**src/rtl/bitwise_slice_unit.sv**
```systemverilog
`default_nettype none
// +----------------------------------------------------------------------------+
// | bitwise_slice_unit                                                          |
// | Multicycle AND/OR/XOR/ANDN unit, SLICE bits per cycle, valid/ready I/O.     |
// | Optional: BITWISE_SLICE_REDUCE_EN adds registered red_and/red_or/red_xor.   |
// | Revision: 1.0 - initial release                                             |
// +----------------------------------------------------------------------------+
module bitwise_slice_unit #(
   parameter int WIDTH = 32,
   parameter int SLICE = 8
) (
   input  logic             clock,
   input  logic             reset_n,
   input  logic             in_valid,
   output logic             in_ready,
   input  logic [1:0]       op,
   input  logic [WIDTH-1:0] a,
   input  logic [WIDTH-1:0] b,
   output logic             out_valid,
   input  logic             out_ready,
   output logic [WIDTH-1:0] result,
   output logic             zero
`ifdef BITWISE_SLICE_REDUCE_EN
   ,
   output logic             red_and,
   output logic             red_or,
   output logic             red_xor
`endif
);

   localparam int c_nslice = WIDTH / SLICE;
   localparam int c_cw     = (c_nslice > 1) ? $clog2(c_nslice) : 1;
   localparam logic [c_cw-1:0] c_last = c_cw'(c_nslice - 1);

   localparam logic [1:0] c_idle = 2'd0;
   localparam logic [1:0] c_busy = 2'd1;
   localparam logic [1:0] c_done = 2'd2;

   generate
      if ((WIDTH % SLICE) != 0) begin : g_bad_slice
         $error("bitwise_slice_unit: SLICE must divide WIDTH exactly");
      end
   endgenerate

   logic [1:0]       r_state;
   logic [1:0]       w_state_nxt;
   logic [c_cw-1:0]  r_cnt;
   logic [WIDTH-1:0] r_a;
   logic [WIDTH-1:0] r_b;
   logic [1:0]       r_op;
   logic [WIDTH-1:0] r_result;
   logic             r_zero;
   logic [SLICE-1:0] w_sl_a;
   logic [SLICE-1:0] w_sl_b;
   logic [SLICE-1:0] w_sl_res;
   logic [WIDTH-1:0] w_next;
   logic             w_last;

   assign w_last = (r_cnt == c_last);

   // State register
   always_ff @(posedge clock or negedge reset_n) begin
      if (!reset_n) begin
         r_state <= c_idle;
      end else begin
         r_state <= w_state_nxt;
      end
   end

   // Next-state logic
   always_comb begin
      w_state_nxt = r_state;
      case (r_state)
         c_idle:  if (in_valid) w_state_nxt = c_busy;
         c_busy:  if (w_last) w_state_nxt = c_done;
         c_done:  if (out_ready) w_state_nxt = c_idle;
         default: w_state_nxt = c_idle;
      endcase
   end

   // Handshake outputs
   always_comb begin
      in_ready  = 1'b0;
      out_valid = 1'b0;
      case (r_state)
         c_idle:  in_ready  = 1'b1;
         c_done:  out_valid = 1'b1;
         default: ;
      endcase
   end

   // Only the slice selected by the counter is computed each cycle
   always_comb begin
      w_sl_a = '0;
      w_sl_b = '0;
      for (int i = 0; i < c_nslice; i++) begin
         if (int'(r_cnt) == i) begin
            w_sl_a = r_a[i*SLICE +: SLICE];
            w_sl_b = r_b[i*SLICE +: SLICE];
         end
      end
      case (r_op)
         2'b01:   w_sl_res = w_sl_a | w_sl_b;
         2'b10:   w_sl_res = w_sl_a ^ w_sl_b;
         2'b11:   w_sl_res = w_sl_a & ~w_sl_b;
         default: w_sl_res = w_sl_a & w_sl_b;
      endcase
      w_next = r_result;
      for (int i = 0; i < c_nslice; i++) begin
         if (int'(r_cnt) == i) begin
            w_next[i*SLICE +: SLICE] = w_sl_res;
         end
      end
   end

`ifdef BITWISE_SLICE_REDUCE_EN
   logic r_red_and;
   logic r_red_or;
   logic r_red_xor;
`endif

   always_ff @(posedge clock or negedge reset_n) begin
      if (!reset_n) begin
         r_cnt    <= '0;
         r_a      <= '0;
         r_b      <= '0;
         r_op     <= 2'b00;
         r_result <= '0;
         r_zero   <= 1'b0;
`ifdef BITWISE_SLICE_REDUCE_EN
         r_red_and <= 1'b0;
         r_red_or  <= 1'b0;
         r_red_xor <= 1'b0;
`endif
      end else begin
         case (r_state)
            c_idle: begin
               if (in_valid) begin
                  r_a      <= a;
                  r_b      <= b;
                  r_op     <= op;
                  r_cnt    <= '0;
                  r_result <= '0;
                  r_zero   <= 1'b0;
`ifdef BITWISE_SLICE_REDUCE_EN
                  r_red_and <= 1'b0;
                  r_red_or  <= 1'b0;
                  r_red_xor <= 1'b0;
`endif
               end
            end
            c_busy: begin
               r_result <= w_next;
               r_cnt    <= r_cnt + c_cw'(1);
               // Flags see the complete result including the slice written now
               if (w_last) begin
                  r_zero <= ~|w_next;
`ifdef BITWISE_SLICE_REDUCE_EN
                  r_red_and <= &w_next;
                  r_red_or  <= |w_next;
                  r_red_xor <= ^w_next;
`endif
               end
            end
            default: ;
         endcase
      end
   end

   assign result = r_result;
   assign zero   = r_zero;
`ifdef BITWISE_SLICE_REDUCE_EN
   assign red_and = r_red_and;
   assign red_or  = r_red_or;
   assign red_xor = r_red_xor;
`endif

endmodule
`default_nettype wire

```
**config.mk**
```make
export PLATFORM = sky130hd
export DESIGN_NAME = bitwise_slice_unit
export DESIGN_NICKNAME = d
export VERILOG_FILES = /design/src/rtl/bitwise_slice_unit.sv
export SDC_FILE = /design/constraint.sdc
export NUM_CORES = 1
export LEC_CHECK = 0
export BUFFER_PORTS_ARGS = -buffer_cell sky130_fd_sc_hd__buf_4
export CORE_MARGIN = 5
export CORE_UTILIZATION = 55
export DETAILED_ROUTE_END_ITERATION = 12
export PLACE_DENSITY = 0.89
export SLEW_MARGIN = 5
export SYNTH_ARGS = -nofsm -noshare
export SYNTH_HDL_FRONTEND = slang
export SYNTH_SLANG_ARGS = --single-unit
```
**constraint.sdc**
```tcl
create_clock -name clock -period 3.45 [get_ports clock]
set_input_delay 0.1725 -clock clock [delete_from_list [all_inputs] [get_ports clock]]
set_output_delay 0.1725 -clock clock [all_outputs]
set_load 0.05 [all_outputs]
```
Word level (Yosys, flattened, before mapping). Cells that the tools add are included.

Word-level logic and storage cells: 60. Output and inout bits: 35. Input bits: 70. Register bits after elaboration: 103.

Bitwise logic cells: 5. Equality and inequality tests: 12. Reductions and logical operators: 9. $add $sub $neg: 1. Muxes and demuxes: 26.

Operators by type and width (count): $mux W8 (12); $pmux W32 S2 (1); $mux W32 (1); $reduce_or A32 Y1 (1); $pmux W8 S3 (1); $and A8 B8 Y8 (2); $eq A2 B2 Y1 const B (6); $mux W2 (4); $not A8 Y8 (1); $or A8 B8 Y8 (1); $xor A8 B8 Y8 (1); $eq A2 B1 Y1 const B (3); $ne A2 B2 Y1 const B (3); $pmux W2 S3 (1); $reduce_and A3 Y1 (2); $logic_not A2 Y1 (2); $mux W1 (4); $pmux W2 S2 (1); $reduce_and A2 Y1 (2); $add A2 B1 Y2 const B (1); $pmux W1 S2 (1); $reduce_bool A2 Y1 (1); $logic_not A1 Y1 (1).

Depth between registers and ports, before layout.
Depth after elaboration: 13. Mapped depth: 16. Depth with buffers taken out: 14.

Least setup slack after synthesis. OpenSTA, ideal clock, no wires.

Path kind: register -> register. Start point: register r_cnt[0]. End point: register r_zero, in the netlist zero. Path slack: 319 ps. Data arrival time: 3039 ps. Clock period less this slack: 3131 ps. Cell stages (with the launch flop): 16. Path through: dfrtp_1 -> inv_1 -> ha_1 -> buf_4 -> nand2b_1 -> buf_2 -> buf_2 -> o22ai_1 -> or2_2 -> ha_1 -> a221o_1 -> nand4b_1 -> or3b_1 -> o22ai_1 -> nand4_1 -> o31ai_2.

Longest elaborated chain between the ends: 13. Elaborated cells on any way between the ends: 29. Classes of those cells: 5 x eq/ne; 15 x mux; 5 x bitwise; 4 x reduce/logical.

RTL lines: start, declared (line 47) `logic [c_cw-1:0] r_cnt;`; start signal, assigned (line 154) `r_cnt <= r_cnt + c_cw'(1);`; $logic_not A2 Y1 (line 97, 110); $mux W8 (4 in a row) (line 97) `if (int'(r_cnt) == i) begin`; $not A8 Y8 (line 105) `2'b11: w_sl_res = w_sl_a & ~w_sl_b;`; $and A8 B8 Y8 (line 105); $pmux W8 S3 (line 102) `case (r_op)`; $mux W8 (line 110) `if (int'(r_cnt) == i) begin`; $reduce_or A32 Y1 (line 157) `r_zero <= ~|w_next;`; $logic_not A1 Y1 (line 157); $mux W1 (line 156) `if (w_last) begin`; $pmux W1 S2 (line 136) `case (r_state)`; end signal, assigned (line 157); end, declared (line 52) `logic r_zero;`.

Parallel ways exist; a longest one is shown, timed or not. The select of a mux whose other input is x is not followed. A chain may end at the register's enable or synchronous reset.

Final worst setup path. Ends and elaborated chain as after synthesis.

==> impl_metrics.yaml <==
timing:
  slew_viol_final: 0
  hold_viol: 0
  setup_tns_ps: 0
  period_needed_ps: 3210
  max_freq_mhz: 311
  setup_viol: 0
  finalClockSkew_ps: 10.2
  tightest_slew_ps: 965
  maxSlewHeadroom_pct: 35.7
  rsz0062_at_grt: "no"
  timing.final.crit_share_pct: 93.1
finish:
  areaGrowthSynthToFinish_pct: 29.8
  layout_common_cells: "225 x nand2_1, 123 x buf_4, 103 x dfrtp_1"
  final_cell_area_um2: 6910
  layout_commonest_cell: "nand2_1"
  drive_above_1_share_pct: 21.6
  nNetsFinal: 830
critical_path:
  crit_buf_inv: 2
  r2r-end: "zero"
  endpoint_kind: "flip-flop"
  critical_path_required_ps: 3740
  timing.rr.start: "r_cnt[0]"
  path_max_fanout: 21
  max_stage_delay_ps: 430
  crit_chain: "ha_2, nand2b_1, buf_6, o21ai_0, or2_2, ha_1, nand2_1, a21oi_1, a211oi_1, buf_4, and4bb_2, o221a_2, nand4_1, o31ai_2"
  cp_top_family: "simple AND/OR/NAND/NOR gates"
  r2r_setup_slack_ps: 240
  worstRegToRegCells: 14
  worst-setup-path-type: "reg2reg"
  crit_arrival_ps: 3500
  critPathLaunchType: "flip-flop"
  critPathSlowestCell: "dfrtp_1"
synthesis:
  seq_area_frac_synth_pct: 48.4
  syn_nets: 686
  yosys.area.top_type_share_pct: 48.4
  syn_inst: 601
  avgSynthCellArea_um2: 8.86
  synth_cell_types: 57
  synth_edf_count: 0
  synth_flop_cell: "dfrtp_1"
  ys_ff_latch: 103
  synthTopCellsByArea: "dfrtp_1 48%, nand2_1 16%, a22o_1 4.9%"
  yosys.area.top_type: "dfrtp_1"
  yosysWarnings: 0
  async_flop_share_pct: 100
  syn_area_um2: 5330
grt:
  grt_max_degree: 79
  antenna_found_initial: 1
  gr-total-overflow: 0
  grt_pass1_vias: 5026
  grt_pass1_wl_um: 25200
  track_usage_pct: 27.8
die:
  num_rows: 36
  fp.dieH_um: 108
  die_x_um: 108
  top_level_ports: 105
  start_util_pct: 55.5
  dieArea_um2: 11700
  core_um2: 9590
power_and_ir_drop:
  cellPowerDensity_nw_per_um2: 1080
  cellLeakagePower_uw: 0.00345
  ir_drop_mv: 0.575
  power_uw: 7460
clocking:
  cts.sinks: 103
  root_buffer: "clkbuf_8"
  clockBufferDepth: 2
  cts_tree: "yes"
  h-tree-depth: 3
  clkSlewWorstSetupHoldPaths_ps: 100
  clk_latency_ps: 370
  cts_buffers: 9
routing:
  routedWlPerCell_um: 17.9
  vias: 4985
  dr.pass1.iters: 5
  finalWirelength_um: 15800
  drt_iter0_markers: 301
  via_per_inst: 5.64
  ant_nets: 0
  drc: 0
flow_run:
  maxCapViolCount: 0
min_path:
  hold_depth: 3
  min_from: "a[14]"
  min_path_type: "in2reg"
  min_to: "r_a[14]"
run_status:
  status: "finished clean"
placement:
  placed_area_um2: 6260
  routabilityCongestion: 0.923
  io_buffers: 104
  dp_hpwl_um: 11100
area by class of cell:
class                   instances  area (um2)
well taps                     133         166
clock inverters                 6        45.0
fillers                       711        2680
flip-flops and latches        103        2580
multi-input cells             448        2550
diodes                          1        2.50
repair buffers                170        1400
clock buffers                  10         128
inverters                      13        48.8
synth_stat cells, drive strengths merged (2+ instances only):
| cell | number |
|---|---|
| a31oi | 11 |
| o31ai | 2 |
| o22a | 5 |
| ha | 15 |
| o22ai | 5 |
| a21oi | 8 |
| o2111ai | 2 |
| or4 | 2 |
| a22o | 30 |
| nand3 | 5 |
| inv | 13 |
| nand2b | 12 |
| clkbuf | 22 |
| buf | 15 |
| or2 | 6 |
| and2 | 7 |
| nand2 | 226 |
| nor2 | 15 |
| a211o | 9 |
| dfrtp | 103 |
| a211oi | 5 |
| nor4 | 5 |
| nand3b | 2 |
| nor3 | 11 |
| a22oi | 2 |
| nor2b | 3 |
| nand4 | 3 |
| o211a | 2 |
| or2b | 4 |
| o221ai | 2 |
| or3b | 3 |
| o21ai | 12 |
| o211ai | 21 |
kinds of logic after synthesis:
kind of cell    synth area share [%]
compound gates                  18.6
fa+ha+maj                       3.52
buf+inv                         4.06
flops                           48.4
simple gates                    25.4
layer usage:
| metal | global-route usage, % | vias to the layer above | wire length (um) |
|---|---|---|---|
| li1 | - | 2358 | - |
| met5 | 0 | - | 0 |
| met4 | 13.1 | 0 | 580 |
| met2 | 47.5 | 191 | 7890 |
| met1 | 34.7 | 2398 | 6360 |
| met3 | 4.42 | 38 | 996 |
what timing repair did:
item                                    in CTS  in global routing
endpoints found under the setup margin       0                  1
setup buffers                                0                  0
hold endpoints to repair                    85                  0
gates resized for setup                      0                  6
hold buffers                                46                  0
registers in the layout, summed over array words and instances, names as in the netlist:
signal / flops
r_op: 2
r_state: 2
result: 32
zero: 1
r_cnt: 2
r_b: 32
r_a: 32
through the flow:
| stage | hold slack (ps) | worst slack, ps | util, % | cells |
|---|---|---|---|---|
| floorplan | -123 | 319 | - | 601 |
| global placement | 363 | 237 | 65.2 | 821 |
| detailed placement | 365 | 129 | 65.2 | 821 |
| CTS | 1.05 | 106 | 71.8 | 883 |
| global route | 0.771 | 24.0 | 72.1 | 884 |
| finish | 1.37 | 237 | 72.1 | 884 |
worst min-delay path, delay by kind of cell:
family,cells,cell delay (ps)
AND/OR/NAND/NOR,2,90
buffers and inverters,1,80
how the worst max path moves through the flow:
stage	from	to	slack [ps]	cells past startpoint
floorplan	r_cnt[0]	zero	320	15
global placement	r_cnt[1]	zero	240	13
detailed placement	r_cnt[1]	zero	130	13
CTS	r_cnt[1]	zero	110	13
global route	r_cnt[1]	zero	20	14
finish	r_cnt[0]	zero	240	14
power by group:
group / leakage, uW / internal [uW] / switching, uW
Clock: 0.0000793 / 267 / 430
Combinational: 0.00205 / 1780 / 2810
Sequential: 0.00132 / 1740 / 437
Total: 0.00345 / 3780 / 3680
No activity file was read; power rests on OpenSTA's default activity.
